===== config.mk =====
export PLATFORM = sky130hd
export DESIGN_NAME = run_sequencer_flat
export DESIGN_NICKNAME = d
export VERILOG_FILES = /design/src/rtl/run_sequencer_if.sv /design/src/rtl/run_sequencer.sv /design/src/flat_wrapper.sv
export SDC_FILE = /design/constraint.sdc
export NUM_CORES = 1
export LEC_CHECK = 0
export CAP_MARGIN = 25
export CORE_MARGIN = 2
export CORE_UTILIZATION = 47
export CTS_BUF_LIST = sky130_fd_sc_hd__clkbuf_4 sky130_fd_sc_hd__clkbuf_8
export CTS_CLUSTER_SIZE = 8
export DETAILED_ROUTE_END_ITERATION = 8
export GPL_ROUTABILITY_DRIVEN = 0
export PLACE_DENSITY_LB_ADDON = 0.1
export SYNTH_ARGS = -nofsm -noshare
export SYNTH_HDL_FRONTEND = slang
export SYNTH_SLANG_ARGS = --single-unit
export TNS_END_PERCENT = 100

===== constraint.sdc =====
create_clock -name clk -period 2.2 [get_ports clk]
set_input_delay 0.33 -clock clk [delete_from_list [all_inputs] [get_ports clk]]
set_output_delay 0.33 -clock clk [all_outputs]
set_load 0.1 [all_outputs]

===== src/rtl/run_sequencer_if.sv =====
// Bundles the preload stream, result stream, data-memory port and core handshake
// seen by run_sequencer; master is the sequencer side, slave the host/memory/core side.
interface run_sequencer_if #(
  parameter int AW = 8
);
  logic          ld_valid;
  logic [7:0]    ld_data;
  logic          ld_ready;
  logic          res_valid;
  logic [7:0]    res_data;
  logic          res_ready;
  logic          mem_own;
  logic [AW-1:0] mem_addr;
  logic          mem_wr_en;
  logic [7:0]    mem_wdata;
  logic [7:0]    mem_rdata;
  logic          core_reset;
  logic          core_req;
  logic          core_done;

  modport master (
    input  ld_valid, ld_data, res_ready, mem_rdata, core_done,
    output ld_ready, res_valid, res_data, mem_own, mem_addr, mem_wr_en, mem_wdata,
           core_reset, core_req
  );

  modport slave (
    output ld_valid, ld_data, res_ready, mem_rdata, core_done,
    input  ld_ready, res_valid, res_data, mem_own, mem_addr, mem_wr_en, mem_wdata,
           core_reset, core_req
  );
endinterface


===== src/rtl/run_sequencer.sv =====
// Host-side run sequencer: preload data memory, reset and launch the core, then stream results.
// Optional run timeout is enabled by defining CORE_TIMEOUT_EN.
module run_sequencer #(
  parameter int AW      = 8,
  parameter int LD_BASE = 0,
  parameter int LD_CNT  = 64,
  parameter int RD_BASE = 64,
  parameter int RD_CNT  = 32,
  parameter int RST_CYC = 2,
  parameter int TMO_CYC = 4095
) (
  input  logic              clk,
  input  logic              reset,
  input  logic              start,
  run_sequencer_if.master   bus,
  output logic              busy,
  output logic [1:0]        status,
  output logic [15:0]       run_cycles
);

  typedef enum logic [2:0] {S_IDLE, S_LOAD, S_CRST, S_RUN, S_READ} state_e;

  localparam logic [AW-1:0] LD_BASE_A = AW'(LD_BASE);
  localparam logic [AW-1:0] RD_BASE_A = AW'(RD_BASE);
  localparam logic [AW:0]   LD_LAST   = (AW+1)'(LD_CNT - 1);
  localparam logic [AW:0]   RD_LAST   = (AW+1)'(RD_CNT - 1);
  localparam logic [15:0]   RST_LAST  = 16'(RST_CYC - 1);
`ifdef CORE_TIMEOUT_EN
  localparam logic [15:0]   TMO_LIM   = 16'(TMO_CYC);
`else
  logic unused_tmo;
  assign unused_tmo = (TMO_CYC != 0);
`endif

  state_e      state_q, state_d;
  logic [AW:0] idx_q, idx_d;
  logic [15:0] cnt_q, cnt_d;
  logic [15:0] run_cycles_q, run_cycles_d;
  logic [1:0]  status_q, status_d;
  logic        res_valid_q, res_valid_d;
  logic [7:0]  res_data_q, res_data_d;
  logic        req_cycle;

  // run_cycles is cleared on RUN entry and always advances past zero, so zero marks the request cycle
  assign req_cycle = (state_q == S_RUN) && (run_cycles_q == 16'd0);

  always_comb begin
    state_d        = state_q;
    idx_d          = idx_q;
    cnt_d          = cnt_q;
    run_cycles_d   = run_cycles_q;
    status_d       = status_q;
    res_valid_d    = res_valid_q;
    res_data_d     = res_data_q;
    bus.ld_ready   = 1'b0;
    bus.mem_own    = 1'b1;
    bus.mem_addr   = LD_BASE_A + idx_q[AW-1:0];
    bus.mem_wr_en  = 1'b0;
    bus.mem_wdata  = bus.ld_data;
    bus.core_reset = 1'b1;
    bus.core_req   = 1'b0;

    case (state_q)
      S_IDLE: begin
        if (start) begin
          state_d  = S_LOAD;
          status_d = 2'b00;
          idx_d    = '0;
        end
      end

      S_LOAD: begin
        bus.ld_ready = 1'b1;
        if (bus.ld_valid) begin
          bus.mem_wr_en = 1'b1;
          idx_d         = idx_q + 1'b1;
          if (idx_q == LD_LAST) begin
            state_d = S_CRST;
            cnt_d   = '0;
          end
        end
      end

      S_CRST: begin
        bus.mem_own = 1'b0;
        if (cnt_q == RST_LAST) begin
          state_d      = S_RUN;
          run_cycles_d = '0;
        end else begin
          cnt_d = cnt_q + 16'd1;
        end
      end

      // A done level left over from a previous run is not trusted in the request cycle
      S_RUN: begin
        bus.mem_own    = 1'b0;
        bus.core_reset = 1'b0;
        bus.core_req   = req_cycle;
        if (!req_cycle && bus.core_done) begin
          state_d     = S_READ;
          idx_d       = '0;
          res_valid_d = 1'b0;
        end
`ifdef CORE_TIMEOUT_EN
        else if (run_cycles_q == TMO_LIM) begin
          state_d     = S_READ;
          status_d    = 2'b01;
          idx_d       = '0;
          res_valid_d = 1'b0;
        end
`endif
        else if (run_cycles_q != 16'hFFFF) begin
          run_cycles_d = run_cycles_q + 16'd1;
        end
      end

      // Alternates capture and hand-off, giving one result byte every two cycles
      S_READ: begin
        bus.mem_addr = RD_BASE_A + idx_q[AW-1:0];
        if (!res_valid_q) begin
          res_data_d  = bus.mem_rdata;
          res_valid_d = 1'b1;
        end else if (bus.res_ready) begin
          res_valid_d = 1'b0;
          idx_d       = idx_q + 1'b1;
          if (idx_q == RD_LAST) begin
            state_d = S_IDLE;
          end
        end
      end

      default: state_d = S_IDLE;
    endcase
  end

  always_ff @(posedge clk) begin
    if (!reset) begin
      state_q      <= S_IDLE;
      idx_q        <= '0;
      cnt_q        <= '0;
      run_cycles_q <= '0;
      status_q     <= 2'b00;
      res_valid_q  <= 1'b0;
      res_data_q   <= '0;
    end else begin
      state_q      <= state_d;
      idx_q        <= idx_d;
      cnt_q        <= cnt_d;
      run_cycles_q <= run_cycles_d;
      status_q     <= status_d;
      res_valid_q  <= res_valid_d;
      res_data_q   <= res_data_d;
    end
  end

  assign bus.res_valid = res_valid_q;
  assign bus.res_data  = res_data_q;
  assign busy          = (state_q != S_IDLE);
  assign status        = status_q;
  assign run_cycles    = run_cycles_q;

endmodule


===== src/flat_wrapper.sv =====
// flat-port wrapper written by rule: the top's interface ports become plain ports
module run_sequencer_flat 
#(
  parameter int AW      = 8,
  parameter int LD_BASE = 0,
  parameter int LD_CNT  = 64,
  parameter int RD_BASE = 64,
  parameter int RD_CNT  = 32,
  parameter int RST_CYC = 2,
  parameter int TMO_CYC = 4095
)
  (clk, reset, start, busy, status, run_cycles, bus_ld_valid, bus_ld_data, bus_res_ready, bus_mem_rdata, bus_core_done, bus_ld_ready, bus_res_valid, bus_res_data, bus_mem_own, bus_mem_addr, bus_mem_wr_en, bus_mem_wdata, bus_core_reset, bus_core_req);
  run_sequencer_if #(.AW(AW)) bus_i ();
  input  logic clk;
  input  logic reset;
  input  logic start;
  output logic busy;
  output logic [1:0] status;
  output logic [15:0] run_cycles;
  input wire logic [$bits(bus_i.ld_valid)-1:0] bus_ld_valid;
  input wire logic [$bits(bus_i.ld_data)-1:0] bus_ld_data;
  input wire logic [$bits(bus_i.res_ready)-1:0] bus_res_ready;
  input wire logic [$bits(bus_i.mem_rdata)-1:0] bus_mem_rdata;
  input wire logic [$bits(bus_i.core_done)-1:0] bus_core_done;
  output wire logic [$bits(bus_i.ld_ready)-1:0] bus_ld_ready;
  output wire logic [$bits(bus_i.res_valid)-1:0] bus_res_valid;
  output wire logic [$bits(bus_i.res_data)-1:0] bus_res_data;
  output wire logic [$bits(bus_i.mem_own)-1:0] bus_mem_own;
  output wire logic [$bits(bus_i.mem_addr)-1:0] bus_mem_addr;
  output wire logic [$bits(bus_i.mem_wr_en)-1:0] bus_mem_wr_en;
  output wire logic [$bits(bus_i.mem_wdata)-1:0] bus_mem_wdata;
  output wire logic [$bits(bus_i.core_reset)-1:0] bus_core_reset;
  output wire logic [$bits(bus_i.core_req)-1:0] bus_core_req;
  assign bus_i.ld_valid = bus_ld_valid;
  assign bus_i.ld_data = bus_ld_data;
  assign bus_i.res_ready = bus_res_ready;
  assign bus_i.mem_rdata = bus_mem_rdata;
  assign bus_i.core_done = bus_core_done;
  assign bus_ld_ready = bus_i.ld_ready;
  assign bus_res_valid = bus_i.res_valid;
  assign bus_res_data = bus_i.res_data;
  assign bus_mem_own = bus_i.mem_own;
  assign bus_mem_addr = bus_i.mem_addr;
  assign bus_mem_wr_en = bus_i.mem_wr_en;
  assign bus_mem_wdata = bus_i.mem_wdata;
  assign bus_core_reset = bus_i.core_reset;
  assign bus_core_req = bus_i.core_req;
  run_sequencer #(.AW(AW), .LD_BASE(LD_BASE), .LD_CNT(LD_CNT), .RD_BASE(RD_BASE), .RD_CNT(RD_CNT), .RST_CYC(RST_CYC), .TMO_CYC(TMO_CYC)) u_core (.clk(clk), .reset(reset), .start(start), .bus(bus_i), .busy(busy), .status(status), .run_cycles(run_cycles));
endmodule

==> results.py <==
metrics = {
    "finish": {
        "drive_gt1_frac": 0.343,
        "nFillCells": 527,
        "diodes": 0,
        "stdcell_area_mm2": 0.00433,
        "multi_input_area_mm2": 0.00192,
        "seqCellArea_mm2": 0.00111,
        "final_util": 0.681,
        "final_cells": 544,
        "area_growth_pct": 40.1,
        "nNetsFinal": 495,
    },
    "worst_setup_path": {
        "cp_cell_sequence": "inv_4 > ha_4 > or4b_4 > buf_6 > nor4b_4 > buf_6 > buf_12",
        "worst_ep_required_time_ns": 1.87,
        "rr_startpoint": "u_core.run_cycles[0]",
        "path_max_fanout": 2,
        "worstSetupPathType": "reg -> out",
        "cpMostUsedCell": "buf_6",
        "critical_path_arrival_ns": 1.98,
        "crit_start": "u_core.run_cycles[0]",
        "slowest_delay_ns": 0.46,
        "worstSetupEndpointType": "primary output",
        "startpoint_type": "flop",
        "critPathSlowestCell": "or4b_4",
    },
    "die": {
        "row_count": 29,
        "start_util": 0.486,
        "die_h_um": 85.1,
        "dieArea_mm2": 0.00723,
        "io_pins": 71,
        "die_w_um": 85.1,
        "core_area_mm2": 0.00635,
    },
    "route": {
        "wl_um": 7980,
        "routed_via_density": 5.75,
        "detail-route-antenna-nets": 0,
        "drtIter0Drc": 124,
        "wl_met1_um": 3840,
        "wl_met2_um": 3750,
        "drc_errors": 0,
        "wl_per_cell_um": 14.7,
        "drt_pass1_iterations": 4,
        "top_layer_used": "met4",
        "wl_met3_um": 326,
        "vias": 3130,
    },
    "synthesis": {
        "synth-edff-count": 0,
        "synth_seq_area_share": 0.344,
        "synth.distinct_cells": 56,
        "synth_commonest_cells": "dfxtp_1 (53), nand2_1 (46), inv_1 (24), a21oi_1 (23), o21ai_0 (20)",
        "netlist.top_cell.by_area": "dfxtp_1",
        "netlist_area_mm2": 0.00309,
        "yosys.area_share.simple": 0.273,
        "async_flop_share": 0,
        "synth_xor_xnor_area_share": 0.00851,
        "synth_top_cell_area_share": 0.344,
        "synth_most_common_cell": "dfxtp_1",
        "ys_warn_count": 0,
        "synth_ff_type": "dfxtp_1",
        "synth_cells": 385,
        "synth_compound_area_frac": 0.236,
        "synth_area_leaders": "dfxtp_1 (34%), nand2_1 (5.6%), buf_4 (3.9%)",
        "synth_top_family_by_area": "simple AND/OR/NAND/NOR gates",
        "muxShareOfSynthArea": 0.0146,
        "postSynthAreaPerCell_um2": 8.02,
        "synth_seq_cells": 53,
        "synthAdderAreaFrac": 0.0284,
    },
    "timing": {
        "final_hold_viol_count": 0,
        "setup_viol": 15,
        "fin_crit_sh": 1.05,
        "finalCriticalPeriod_ns": 2.31,
        "fmax_ghz": 0.433,
        "skew_ns": 0.00747,
        "setup_tns_ns": -0.982,
        "fin_ws_ns": -0.111,
        "finalMaxSlewViolations": 0,
        "rsz0062_at_grt": "yes",
    },
    "clocking": {
        "path_clk_slew_ns": 0.10,
        "root_buffer": "clkbuf_8",
        "cts-htree-levels": 2,
        "cts_buffer_depth": 2,
        "clock_latency_ns": 0.31,
        "cts_buffers": 5,
        "cts.sinks": 53,
        "tritoncts": "built",
    },
    "status": {
        "status": "complete, but fails checks",
        "violations": "setup timing",
    },
    "place": {
        "numPortBuffers": 52,
        "dpl_cell_area_mm2": 0.00407,
        "pre_cts_slack_ns": -0.0440,
        "dp_hpwl_um": 5910,
        "placedCellCount": 535,
    },
    "global_route": {
        "grt_pass1_wl_um": 13400,
        "grt_use_total": 0.223,
        "overflow": 0,
        "grt_pass1_vias": 2927,
        "antenna_found_initial": 0,
        "grt_max_degree": 35,
    },
    "worst_hold_path": {
        "hold_class": "reg -> reg",
        "hp-start": "u_core.bus.res_data[1]",
    },
    "power": {
        "leakage_nw": 1.73,
        "peakVddDrop_v": 0.000321,
        "power_density_mw_per_mm2": 426,
    },
    "job": {
        "drv_cap": 0,
    },
}
## per-stage QoR
stage,hold slack (ns),power (mW)
final,0.465,1.84
after global routing,0.489,1.90
after floorplan,0.442,1.17
after CTS,0.472,1.85
after detailed placement,0.458,1.17
after global placement,0.450,1.17
## layer usage
layer | track usage | vias to the layer above
met2 | 0.376 | 56
met5 | 0 | -
met1 | 0.302 | 1508
met3 | 0.0379 | 6
li1 | - | 1560
met4 | 0.0447 | 0
## report_power, final
part | internal, mW | switching [mW] | total, mW
Sequential | 0.949 | 0.00508 | 0.954
Clock | 0.355 | 0.334 | 0.689
Combinational | 0.0789 | 0.120 | 0.199
## path summary, 6_finish.rpt
path / endpoint / slack, ns / depth (start not counted)
hold reg to reg: u_core.bus.res_data[1] / 0.47 / 2
hold / removal: u_core.bus.res_data[1] / 0.47 / 2
setup reg to reg: u_core.run_cycles[10] / -0.08 / 9
setup / recovery: bus_core_req / -0.11 / 7
## logic make-up (layout without fill, tap and decap cells)
logic type | count (synthesis) | count (layout)
and+or+nand+nor | 154 | 154
AOI/OAI and AO/OA | 106 | 106
buffers and inverters | 58 | 139
DFF | 53 | 53
adders and majority gates | 7 | 7
xor gates and xnor gates | 3 | 3
muxes | 3 | 3
other | 1 | 2
## placed cells by master, fill, tap and decap left out, types with 6 or more instances in the layout
cell type        count
buf_4               78
dfxtp_1             35
nor3_1               6
a21oi_1             19
a21boi_0            11
nand2_1             45
buf_12              10
dfxtp_4             10
o31ai_1              7
or4_1               10
clkdlybuf4s50_1     13
dfxtp_2              8
nor2_1              17
nand3_1              9
ha_1                 6
o221a_4              9
nand4_1             15
or3_1               11
o21ai_0             19
inv_1               21
and3_1               7
buf_6                6
## state kept, by name (all words and copies together), names as in the netlist
signal                cells
u_core.bus.res_valid      1
u_core.bus.res_data       8
u_core.run_cycles        16
u_core.state_q            3
u_core.idx_q              9
u_core.cnt_q             16
## cell type report
class                      instances  share of cell area
tap                               77              0.0223
clock buffer                       6              0.0176
multi-input combinational        275               0.445
inverter                          24              0.0229
timing repair buffer             107               0.227
clock inverter                     2             0.00897
sequential                        53               0.256
## critical path, delay by kind of cell, from the launching register on
family,cells,cell delay [ns]
AND/OR/NAND/NOR,2,0.67
buffers and inverters,4,0.51
flip-flops,1,0.37
adder cells (fa/ha/maj),1,0.12
## timing repair
item                                    4_1_cts  5_1_grt
setup buffers                                 1        0
pin swaps                                     3        5
hold buffers                                  0        0
resized for setup                            21        8
hold endpoints to repair                      0        0
endpoints found under the setup margin       14       39
(Power assumes the default switching activity.)
